==> config.mk <==
export PLATFORM = sky130hd
export DESIGN_NAME = sensor_req_latch
export DESIGN_NICKNAME = d
export VERILOG_FILES = /design/src/rtl/sensor_req_pkg.sv /design/src/rtl/sensor_req_chan.sv /design/src/rtl/sensor_req_latch.sv
export SDC_FILE = /design/constraint.sdc
export NUM_CORES = 1
export LEC_CHECK = 0
export ABC_CLOCK_PERIOD_IN_PS = 4900
export CAP_MARGIN = 25
export CORE_UTILIZATION = 45
export CTS_CLUSTER_SIZE = 12
export DETAILED_ROUTE_END_ITERATION = 8
export PLACE_DENSITY = 0.69
export SLEW_MARGIN = 10
export SYNTH_ARGS = -nofsm -noshare
export SYNTH_HDL_FRONTEND = slang
export SYNTH_SLANG_ARGS = --single-unit
==> constraint.sdc <==
create_clock -name MCLK -period 4.9 [get_ports MCLK]
set_input_delay 0.49 -clock MCLK [delete_from_list [all_inputs] [get_ports MCLK]]
set_output_delay 0.49 -clock MCLK [all_outputs]
set_load 0.005 [all_outputs]
==> src/rtl/sensor_req_pkg.sv <==
// Shared types and helpers for the sensor request latch: channel state encoding,
// index-width helper and saturating age increment.
package sensor_req_pkg;

  typedef enum logic [1:0] {
    IDLE    = 2'd0,
    ARMING  = 2'd1,
    PENDING = 2'd2
  } chan_state_e;

  // Width of a channel index; a single channel still needs a 1-bit index.
  function automatic int idx_width(input int n);
    return (n <= 1) ? 1 : $clog2(n);
  endfunction

  // Increment an age of the given width, sticking at all-ones.
  function automatic logic [31:0] age_sat_inc(input logic [31:0] age, input int width);
    logic [31:0] max_v;
    max_v = (32'd1 << width) - 32'd1;
    return (age >= max_v) ? max_v : age + 32'd1;
  endfunction

endpackage

==> src/rtl/sensor_req_chan.sv <==
// One sensor channel: debounce, sticky request latch and saturating wait age.
// Optional STARVE flag built when SENSOR_REQ_STARVE_EN is defined.
module sensor_req_chan
  import sensor_req_pkg::*;
#(
  parameter int DEBOUNCE = 3,
  parameter int AGE_W    = 8
) (
  input  logic             MCLK,
  input  logic             RESET,
  input  logic             sense,
  input  logic             clear,
  output logic             req,
`ifdef SENSOR_REQ_STARVE_EN
  output logic             starve,
`endif
  output logic [AGE_W-1:0] age
);

  localparam logic [AGE_W-1:0] AGE_MAX = '1;
  localparam logic [3:0]       DEB     = 4'(DEBOUNCE);

  chan_state_e      state, state_n;
  logic [3:0]       cnt, cnt_n;
  logic [3:0]       cnt_inc;
  logic [AGE_W-1:0] age_r, age_n;

  assign cnt_inc = cnt + 4'd1;

  always_ff @(posedge MCLK or posedge RESET) begin
    if (RESET) begin
      state <= IDLE;
      cnt   <= 4'd0;
      age_r <= '0;
    end else begin
      state <= state_n;
      cnt   <= cnt_n;
      age_r <= age_n;
    end
  end

  // CLEAR outranks everything, so a held CLEAR also keeps the channel from arming.
  always_comb begin
    state_n = state;
    cnt_n   = cnt;
    age_n   = age_r;
    if (clear) begin
      state_n = IDLE;
      cnt_n   = 4'd0;
      age_n   = '0;
    end else begin
      case (state)
        IDLE, ARMING: begin
          age_n = '0;
          if (sense) begin
            if (cnt_inc == DEB) begin
              state_n = PENDING;
              cnt_n   = 4'd0;
            end else begin
              state_n = ARMING;
              cnt_n   = cnt_inc;
            end
          end else begin
            state_n = IDLE;
            cnt_n   = 4'd0;
          end
        end
        PENDING: begin
          cnt_n = 4'd0;
          age_n = AGE_W'(age_sat_inc(32'(age_r), AGE_W));
        end
        default: begin
          state_n = IDLE;
          cnt_n   = 4'd0;
          age_n   = '0;
        end
      endcase
    end
  end

  assign req = (state == PENDING);
  assign age = age_r;

`ifdef SENSOR_REQ_STARVE_EN
  // Flag is computed from next-state values so it rises with the age reaching max.
  always_ff @(posedge MCLK or posedge RESET) begin
    if (RESET) begin
      starve <= 1'b0;
    end else if (clear) begin
      starve <= 1'b0;
    end else if (state_n == PENDING && age_n == AGE_MAX) begin
      starve <= 1'b1;
    end
  end
`endif

endmodule

==> src/rtl/sensor_req_latch.sv <==
// N-channel sensor request latch with oldest-pending-channel selection.
// Define SENSOR_REQ_STARVE_EN to add the registered STARVE output.
module sensor_req_latch
  import sensor_req_pkg::*;
#(
  parameter int NUM_CH   = 4,
  parameter int DEBOUNCE = 3,
  parameter int AGE_W    = 8
) (
  input  logic                            MCLK,
  input  logic                            RESET,
  input  logic [NUM_CH-1:0]               SENSE_IN,
  input  logic [NUM_CH-1:0]               CLEAR,
  output logic [NUM_CH-1:0]               REQ_OUT,
  output logic [NUM_CH*AGE_W-1:0]         AGE_OUT,
`ifdef SENSOR_REQ_STARVE_EN
  output logic [NUM_CH-1:0]               STARVE,
`endif
  output logic                            OLDEST_VALID,
  output logic [idx_width(NUM_CH)-1:0]    OLDEST_IDX
);

  localparam int IDX_W = idx_width(NUM_CH);

  logic [AGE_W-1:0] age_arr [NUM_CH];

  for (genvar i = 0; i < NUM_CH; i++) begin : gen_ch
    sensor_req_chan #(
      .DEBOUNCE (DEBOUNCE),
      .AGE_W    (AGE_W)
    ) u_chan (
      .MCLK   (MCLK),
      .RESET  (RESET),
      .sense  (SENSE_IN[i]),
      .clear  (CLEAR[i]),
      .req    (REQ_OUT[i]),
`ifdef SENSOR_REQ_STARVE_EN
      .starve (STARVE[i]),
`endif
      .age    (age_arr[i])
    );
    assign AGE_OUT[i*AGE_W +: AGE_W] = age_arr[i];
  end

  // Strict greater-than while scanning upward keeps ties on the lowest index.
  logic             found;
  logic [AGE_W-1:0] best_age;
  logic [IDX_W-1:0] best_idx;

  always_comb begin
    found    = 1'b0;
    best_age = '0;
    best_idx = '0;
    for (int i = 0; i < NUM_CH; i++) begin
      if (REQ_OUT[i] && (!found || age_arr[i] > best_age)) begin
        found    = 1'b1;
        best_age = age_arr[i];
        best_idx = IDX_W'(i);
      end
    end
  end

  assign OLDEST_VALID = found;
  assign OLDEST_IDX   = best_idx;

endmodule

======== Yosys cells after proc, flatten, opt, wreduce, memory -nomap -nowiden ========
Index checks and enable logic that the tools add are counted.
word-level totals
  register bits ........................... 56
  input bits .............................. 10
  word-level logic and storage cells ...... 114
operators by class
  $add $sub $neg .......................... 8
  reduce and logical (&&, ||, !) cells .... 17
  magnitude comparators ................... 7
  multiplexer cells ....................... 54
  eq/ne operators ......................... 16
operators with widths
  kind                 count
  $mux 8               15
  $mux 4               16
  $add 8x1->8 const B  4
  $ge 8x8->1 const B   4
  $mux 2               14
  $gt 8x8->1           3
  $add 4x1->4 const B  4
  $eq 4x2->1 const B   4
  $pmux 2 s2           4
  $eq 2x1->1 const B   4
  $eq 2x2->1 const B   4
  $logic_not 2->1      4
  $ne 2x2->1 const B   4
  $reduce_or 2->1      4
  $mux 1               5
  $logic_and 1x1->1    3
  $logic_not 1->1      3
  $logic_or 1x1->1     3

======== Logic depth before layout (Yosys ltp) ========
  depth after elaboration ................. 14
  mapped depth ............................ 24
  depth with buffers taken out ............ 22

======== By module ========
Synthesis repeated with hierarchy kept, for this count alone.
unflattened totals
  cells, all modules ...................... 364
  area, all modules ....................... 3,607.2 um^2
modules (own cells, without submodules)
  module            seq. area each (um^2)  cells an instance  area an instance (um^2)  instances
  sensor_req_chan   350.3                  65                 689.4                    4
  sensor_req_latch  0.0                    104                849.6                    1

======== Worst setup path after synthesis ========
OpenSTA, ideal clock, no wires.
  kind .................................... register -> output
  from .................................... register gen_ch[0].u_chan.state[0]
  to ...................................... output port OLDEST_IDX[1]
  cell stages (with the launch flop) ...... 25
  path slack .............................. -0.517 ns
  arrival ................................. 4.927 ns
  path through ............................ dfrtp_1 > nor2b_2 > clkbuf_1 > nand2_1 > ha_1 > and4_4 > nand4_2 > o32ai_2 > a2111oi_4 > a22oi_1 > ha_1 > nor2b_1 > o211ai_1 > a21oi_1 > o41ai_4 > buf_4 > nor2_1 > a21o_1 > ha_1 > nor2b_1 > o21a_1 > o21ai_0 > a21oi_1 > o21ai_0 > nand2_1
between the ends
  cells in the longest elaborated chain, start to end .. 14
  elaborated cells on any way between the ends .. 21
  those cells by class .................... order compare: 3; eq/ne: 1; mux: 8; reduce/logical: 9
ends and longest elaborated chain
  what                                                  line                    source
  start: declaration                                    sensor_req_chan.sv:23   chan_state_e state, state_n;
  start signal: assignment                              sensor_req_chan.sv:36   state <= state_n;
  $eq 2x2->1 *                                          sensor_req_chan.sv:81   assign req = (state == PENDING);
  named net gen_ch[0].u_chan.req                        sensor_req_chan.sv:13   output logic req,
  $mux 8 / $mux 1 (equally long branches)               sensor_req_latch.sv:55  if (REQ_OUT[i] && (!found || age_arr[i] > best_age)) begin
  $gt 8x8->1 / $logic_not 1->1 (equally long branches)  sensor_req_latch.sv:55
  $logic_or 1x1->1                                      sensor_req_latch.sv:55
  $logic_and 1x1->1                                     sensor_req_latch.sv:55
  $mux 8 / $mux 1 (equally long branches)               sensor_req_latch.sv:55
  $gt 8x8->1 / $logic_not 1->1 (equally long branches)  sensor_req_latch.sv:55
  $logic_or 1x1->1                                      sensor_req_latch.sv:55
  $logic_and 1x1->1                                     sensor_req_latch.sv:55
  $mux 8 / $mux 1 (equally long branches)               sensor_req_latch.sv:55
  $gt 8x8->1 / $logic_not 1->1 (equally long branches)  sensor_req_latch.sv:55
  $logic_or 1x1->1                                      sensor_req_latch.sv:55
  $logic_and 1x1->1                                     sensor_req_latch.sv:55
  $mux 2 *                                              sensor_req_latch.sv:55
  end: declaration                                      sensor_req_latch.sv:20  output logic [idx_width(NUM_CH)-1:0] OLDEST_IDX
The timed path passes the listed nets; every way through them passes the cells marked *.

======== Worst setup path after layout ========
  from .................................... register gen_ch[0].u_chan.state[0]
  to ...................................... output port OLDEST_IDX[0]
between the ends
  cells in the longest elaborated chain, start to end .. 14
  elaborated cells on any way between the ends .. 22
  those cells by class .................... order compare: 3; eq/ne: 1; mux: 9; reduce/logical: 9
ends and longest elaborated chain
  what                                                  line
  $eq 2x2->1 *                                          sensor_req_chan.sv:81
  $mux 8 / $mux 1 (equally long branches)               sensor_req_latch.sv:55
  $gt 8x8->1 / $logic_not 1->1 (equally long branches)  sensor_req_latch.sv:55
  $logic_or 1x1->1                                      sensor_req_latch.sv:55
  $logic_and 1x1->1                                     sensor_req_latch.sv:55
  $mux 8 / $mux 1 (equally long branches)               sensor_req_latch.sv:55
  $gt 8x8->1 / $logic_not 1->1 (equally long branches)  sensor_req_latch.sv:55
  $logic_or 1x1->1                                      sensor_req_latch.sv:55
  $logic_and 1x1->1                                     sensor_req_latch.sv:55
  $mux 8 / $mux 1 (equally long branches)               sensor_req_latch.sv:55
  $gt 8x8->1 / $logic_not 1->1 (equally long branches)  sensor_req_latch.sv:55
  $logic_or 1x1->1                                      sensor_req_latch.sv:55
  $logic_and 1x1->1                                     sensor_req_latch.sv:55
  $mux 2 *                                              sensor_req_latch.sv:55
Every way passes the cells marked *; elsewhere a longest branch is shown, timed or not.

==> Implementation_results.wiki <==
{| class="wikitable"
! Metric !! Value
|-
| Skew-Pair Late Insertion Delay || 0.32 ns
|-
| Leading cell types by total area after synthesis || sky130_fd_sc_hd__dfrtp_1, sky130_fd_sc_hd__ha_1, sky130_fd_sc_hd__a21oi_1
|-
| Proportion of synthesized chip area in sequential cells || 39.6%
|-
| Switching Power || 0.000198 W
|-
| Leakage dissipation || 2.14 nW
|-
| Setup repair after global routing missed its margin || yes
|-
| CTS Root Cell || sky130_fd_sc_hd__clkbuf_8
|-
| Cell type with the largest total area after synthesis || sky130_fd_sc_hd__dfrtp_1
|-
| Worst VDD drop || 0.110 mV
|-
| Number of buffer cells added on primary ports || 48
|-
| Clock-pin slew on the worst setup and hold paths || 0.10 ns
|-
| Die height || 90.7 um
|-
| Antenna fix cells || 0
|-
| Element type at the critical path end || output pin
|-
| Power Total || 0.000792 W
|-
| Final setup violation count || 2
|-
| Flop-to-flop setup slack || 3.16 ns
|-
| Detailed-routing iteration count for the pre-antenna-repair pass || 4
|-
| Initial core utilization || 47.5%
|-
| Simple-gate share of the synthesized area || 19.7%
|-
| Instance count along the most critical hold path || 1
|-
| Number of global-route vias before repair || 2,979
|-
| Final Skew || about 0.0087 ns
|-
| CP Data Required Time || 4.41 ns
|-
| Post-detailed-route DRC marker count || 0
|-
| FF-to-FF Start || gen_ch[2].u_chan.age[1]$_DFF_PP0_
|-
| Number of DRC violations after detailed-routing iteration 0 || 174
|-
| Max Cap Violations || 0
|-
| Outcome || finished with violations
|-
| Hold Path Sink || gen_ch[0].u_chan.cnt[0]$_DFF_PP0_
|-
| Critical path startpoint || gen_ch[0].u_chan.state[0]$_DFFE_PP0P_
|-
| Period Utilization, post-route || 113%
|-
| Parity-gate share of the synthesized area counting xor and xnor cells || 5.94%
|-
| Cell with the largest stage delay on the worst path || sky130_fd_sc_hd__dfrtp_2
|-
| Remaining antenna violation count after routing || 0
|-
| Cell depth of the worst flop-to-flop path || 5
|-
| Total grt overflow || 0
|-
| Boundary pin count || slightly below 50
|-
| Violated checks || setup timing
|-
| CP most frequent cell || sky130_fd_sc_hd__buf_4
|-
| H-tree depth || 2
|-
| Minimum period implied by the final worst setup slack || approximately 5.6 ns
|-
| Internal portion of total power || 0.000594 W
|-
| Final Util || roughly 65%
|-
| Clock Path Buffers || 2
|-
| Overall routed net length || 8.65 mm
|-
| Maximum number of pins on one net before global-route repair || 57
|-
| Area fraction in compound gates after synthesis || 16.2%
|-
| Routed WL per cell || 15.5 um
|-
| Synth Net Count || about 410
|-
| Number of register bits inferred by synthesis || between 50 and 60
|-
| Total number of clock tree sinks || 56
|-
| Fraction of power consumed by sequential logic || 59.9%
|-
| Total Die Area || 0.00823 mm2
|-
| Min-delay src || gen_ch[0].u_chan.cnt[0]$_DFF_PP0_
|-
| Post-synth design cell area || approximately 0.0035 mm2
|-
| Filler instances || about 620
|-
| Number of pins with negative max-slew slack in the final report || 0
|-
| Combinational power share || 6.4%
|-
| Number of enable flip-flop cells after synthesis || 0
|-
| Final weighted congestion of routability-driven global placement || 0.881
|-
| Sw Ratio || 25.0%
|-
| CTS tree || yes
|-
| Row count || 31
|-
| Worst-path fanout max || 7
|-
| Highest cell delay on the worst timing path || 0.46 ns
|-
| Number of placed instances with taps included || 541
|-
| Non-filler cells in the finished layout || 560
|-
| Worst reg2reg endpoint || gen_ch[2].u_chan.age[1]$_DFF_PP0_
|-
| Top-area cell type share of the netlist area || between 30% and 40%
|-
| Vias after detailed routing || 3,026
|-
| Hold violation total from the final report || 0
|-
| FMAX || between 150 and 200 MHz
|-
| Proportion of synthesized flip-flops having asynchronous set or reset || 100%
|-
| Layout cell share with drive strength beyond 1 || 24.9%
|-
| Startpoint Class || register
|-
| Worst-case setup slack after placement || -0.706 ns
|-
| Synth Instances || 368
|-
| Core area || approximately 0.0074 mm2
|-
| Worst min path class || reg -> reg
|-
| Relative contribution of the clock network to total power || 33.7%
|-
| Adder-cell area share of the yosys netlist || between 10% and 20%
|-
| Kind of critical path || reg -> out
|-
| Nets || approximately 500
|-
| Clock buffers created by TritonCTS || 5
|-
| Global Route Usage Sum || 21.6%
|-
| Data arrival time at the worst-slack endpoint || 5.06 ns
|-
| Setup tns final || -1.31 ns
|-
| Number of warnings reported in the yosys synthesis log || 0
|-
| Multiplexer share of the synthesized area || 1.59%
|-
| Dominant register cell in the synthesized netlist || sky130_fd_sc_hd__dfrtp_1
|-
| HPWL reported at the end of detailed placement || ~6.3 mm
|-
| PD cells || 164 mW/mm2
|-
| Routed via count divided by cell count || 5.40
|-
| Wire length of the first global-routing pass || between 10 and 15 mm
|-
| Horizontal die dimension || 90.7 um
|-
| Normalized max-slew margin || 52.9%
|-
| Actual slew at the worst max-slew pin || 0.706 ns
|-
| Setup ws final || -0.654 ns
|-
| Antenna violations before repair || 0
|-
| Signed area change from the synthesized netlist to the final layout || 36.1%
|-
| Post-synthesis average cell area || 9.62 um2
|-
| Post-synth cell types || 53
|-
| Largest family of logic cells by synthesized area || simple AND/OR/NAND/NOR gates
|}
cell type report:
class | count | area, um2 | share of cell area (%)
clock buffers | 5 | 68.8 | 1.43
clock inverters | 3 | 22.5 | 0.467
inverters | 26 | 97.6 | 2.03
multi-input cells | 278 | 2280 | 47.2
flip-flops and latches | 56 | 1400 | 29.1
well taps | 99 | 124 | 2.57
repair buffers | 93 | 827 | 17.2
critical path, delay by kind of cell (launching register included):
kind                       cells  cell delay, ns
buffers and inverters          5            0.81
DFF                            1            0.46
muxes                          1            0.32
AOI/OAI and AO/OA              9            1.59
and+or+nand+nor                7            0.77
adders and majority gates      3            0.81
power groups by stage:
stage	clock [W]	sequential (W)	combinational, W
after floorplan	0	0.000482	0.0000286
after detailed placement	0	0.000483	0.0000483
after CTS	0.000275	0.000474	0.0000493
after global routing	0.000291	0.000476	0.0000572
after global placement	0	0.000483	0.0000477
final	0.000267	0.000475	0.0000508
how the worst max path moves through the flow:
| stage | to | slack [ns] | cells after the start |
|---|---|---|---|
| 5_1_grt | OLDEST_IDX[0] | -0.90 | 25 |
| 2_1_floorplan | OLDEST_IDX[0] | -0.12 | 24 |
| 4_1_cts | OLDEST_IDX[1] | -0.64 | 25 |
| 6_report | OLDEST_IDX[0] | -0.65 | 25 |
| 3_3_place_gp | OLDEST_IDX[1] | -0.53 | 22 |
| 3_5_place_dp | OLDEST_IDX[1] | -0.71 | 22 |
through the flow:
| step | hold WS [ns] | instance area [um2] |
|---|---|---|
| 2_1_floorplan | 0.470 | 3660 |
| 3_3_place_gp | 0.488 | 4470 |
| 3_5_place_dp | 0.496 | 4470 |
| 4_1_cts | 0.511 | 4640 |
| 5_1_grt | 0.534 | 4820 |
| 6_report | 0.506 | 4820 |
placed cells by master, fill, tap and decap left out, types with 3 or more instances in the layout:
| cell type | count |
|---|---|
| sky130_fd_sc_hd__o21ai_0 | 12 |
| sky130_fd_sc_hd__and2_1 | 4 |
| sky130_fd_sc_hd__a21o_1 | 6 |
| sky130_fd_sc_hd__nand2_1 | 18 |
| sky130_fd_sc_hd__buf_6 | 3 |
| sky130_fd_sc_hd__buf_4 | 41 |
| sky130_fd_sc_hd__ha_4 | 8 |
| sky130_fd_sc_hd__inv_1 | 25 |
| sky130_fd_sc_hd__o211ai_1 | 4 |
| sky130_fd_sc_hd__a22oi_2 | 5 |
| sky130_fd_sc_hd__nor2_1 | 28 |
| sky130_fd_sc_hd__clkdlybuf4s50_1 | 46 |
| sky130_fd_sc_hd__dfrtp_1 | 55 |
| sky130_fd_sc_hd__clkbuf_8 | 5 |
| sky130_fd_sc_hd__and3_1 | 12 |
| sky130_fd_sc_hd__xnor2_1 | 13 |
| sky130_fd_sc_hd__nor2b_4 | 4 |
| sky130_fd_sc_hd__ha_1 | 26 |
| sky130_fd_sc_hd__nand3_1 | 13 |
| sky130_fd_sc_hd__mux2_4 | 3 |
| sky130_fd_sc_hd__a21oi_2 | 3 |
| sky130_fd_sc_hd__nand2_2 | 4 |
| sky130_fd_sc_hd__nand2b_1 | 9 |
| sky130_fd_sc_hd__nand4_1 | 6 |
| sky130_fd_sc_hd__or3b_2 | 3 |
| sky130_fd_sc_hd__xor2_1 | 11 |
| sky130_fd_sc_hd__or2_2 | 5 |
| sky130_fd_sc_hd__nor2b_1 | 3 |
| sky130_fd_sc_hd__a21oi_1 | 27 |
| sky130_fd_sc_hd__nor3_1 | 10 |
| sky130_fd_sc_hd__a211oi_1 | 3 |
flip-flops by register name (all words and copies together) (netlist names):
name,flops
gen_ch.u_chan.age,32
gen_ch.u_chan.cnt,16
gen_ch.u_chan.state,8
layer usage:
layer / vias up / GRT usage, % / share of wire [%]
met2: 48 / 35.2 / 48
met4: 0 / 7.26 / 1.8
li1: 1483 / - / -
met1: 1480 / 29.2 / 47
met3: 15 / 3.37 / 3.1
met5: - / 0 / 0
kinds of logic after synthesis:
logic type / after synthesis
mux: 4
compound gates: 81
flops: 56
fa+ha+maj: 36
simple gates: 132
xor+xnor: 24
buf+inv: 35
repair_timing:
action / in CTS / in global routing
gates resized for setup: 22 / 19
endpoints found under the setup margin: 2 / 2
setup buffers: 3 / 8
pin swaps: 21 / 20
hold buffers: 0 / 0
cloned: 1 / 0
cells in the mapped netlist, types with 3 or more instances:
master                     instances
sky130_fd_sc_hd__o211ai_1          4
sky130_fd_sc_hd__a211oi_1          3
sky130_fd_sc_hd__a22oi_2           3
sky130_fd_sc_hd__nor2b_1           5
sky130_fd_sc_hd__nand3_1          13
sky130_fd_sc_hd__xor2_1           11
sky130_fd_sc_hd__o21ai_0          15
sky130_fd_sc_hd__dfrtp_1          56
sky130_fd_sc_hd__nand2b_1          9
sky130_fd_sc_hd__nor3_1           10
sky130_fd_sc_hd__nand4_1           6
sky130_fd_sc_hd__mux2_4            3
sky130_fd_sc_hd__or2_2             5
sky130_fd_sc_hd__xnor2_1          13
sky130_fd_sc_hd__a21o_1            6
sky130_fd_sc_hd__nor2_1           29
sky130_fd_sc_hd__nand2_1          24
sky130_fd_sc_hd__inv_1            26
sky130_fd_sc_hd__clkbuf_1          4
sky130_fd_sc_hd__buf_4             5
sky130_fd_sc_hd__a21oi_1          30
sky130_fd_sc_hd__a22oi_1           3
sky130_fd_sc_hd__or3b_2            3
sky130_fd_sc_hd__ha_1             36
sky130_fd_sc_hd__and2_1            4
sky130_fd_sc_hd__and3_1           12
Note: power is estimated with default switching activity, not from simulation.
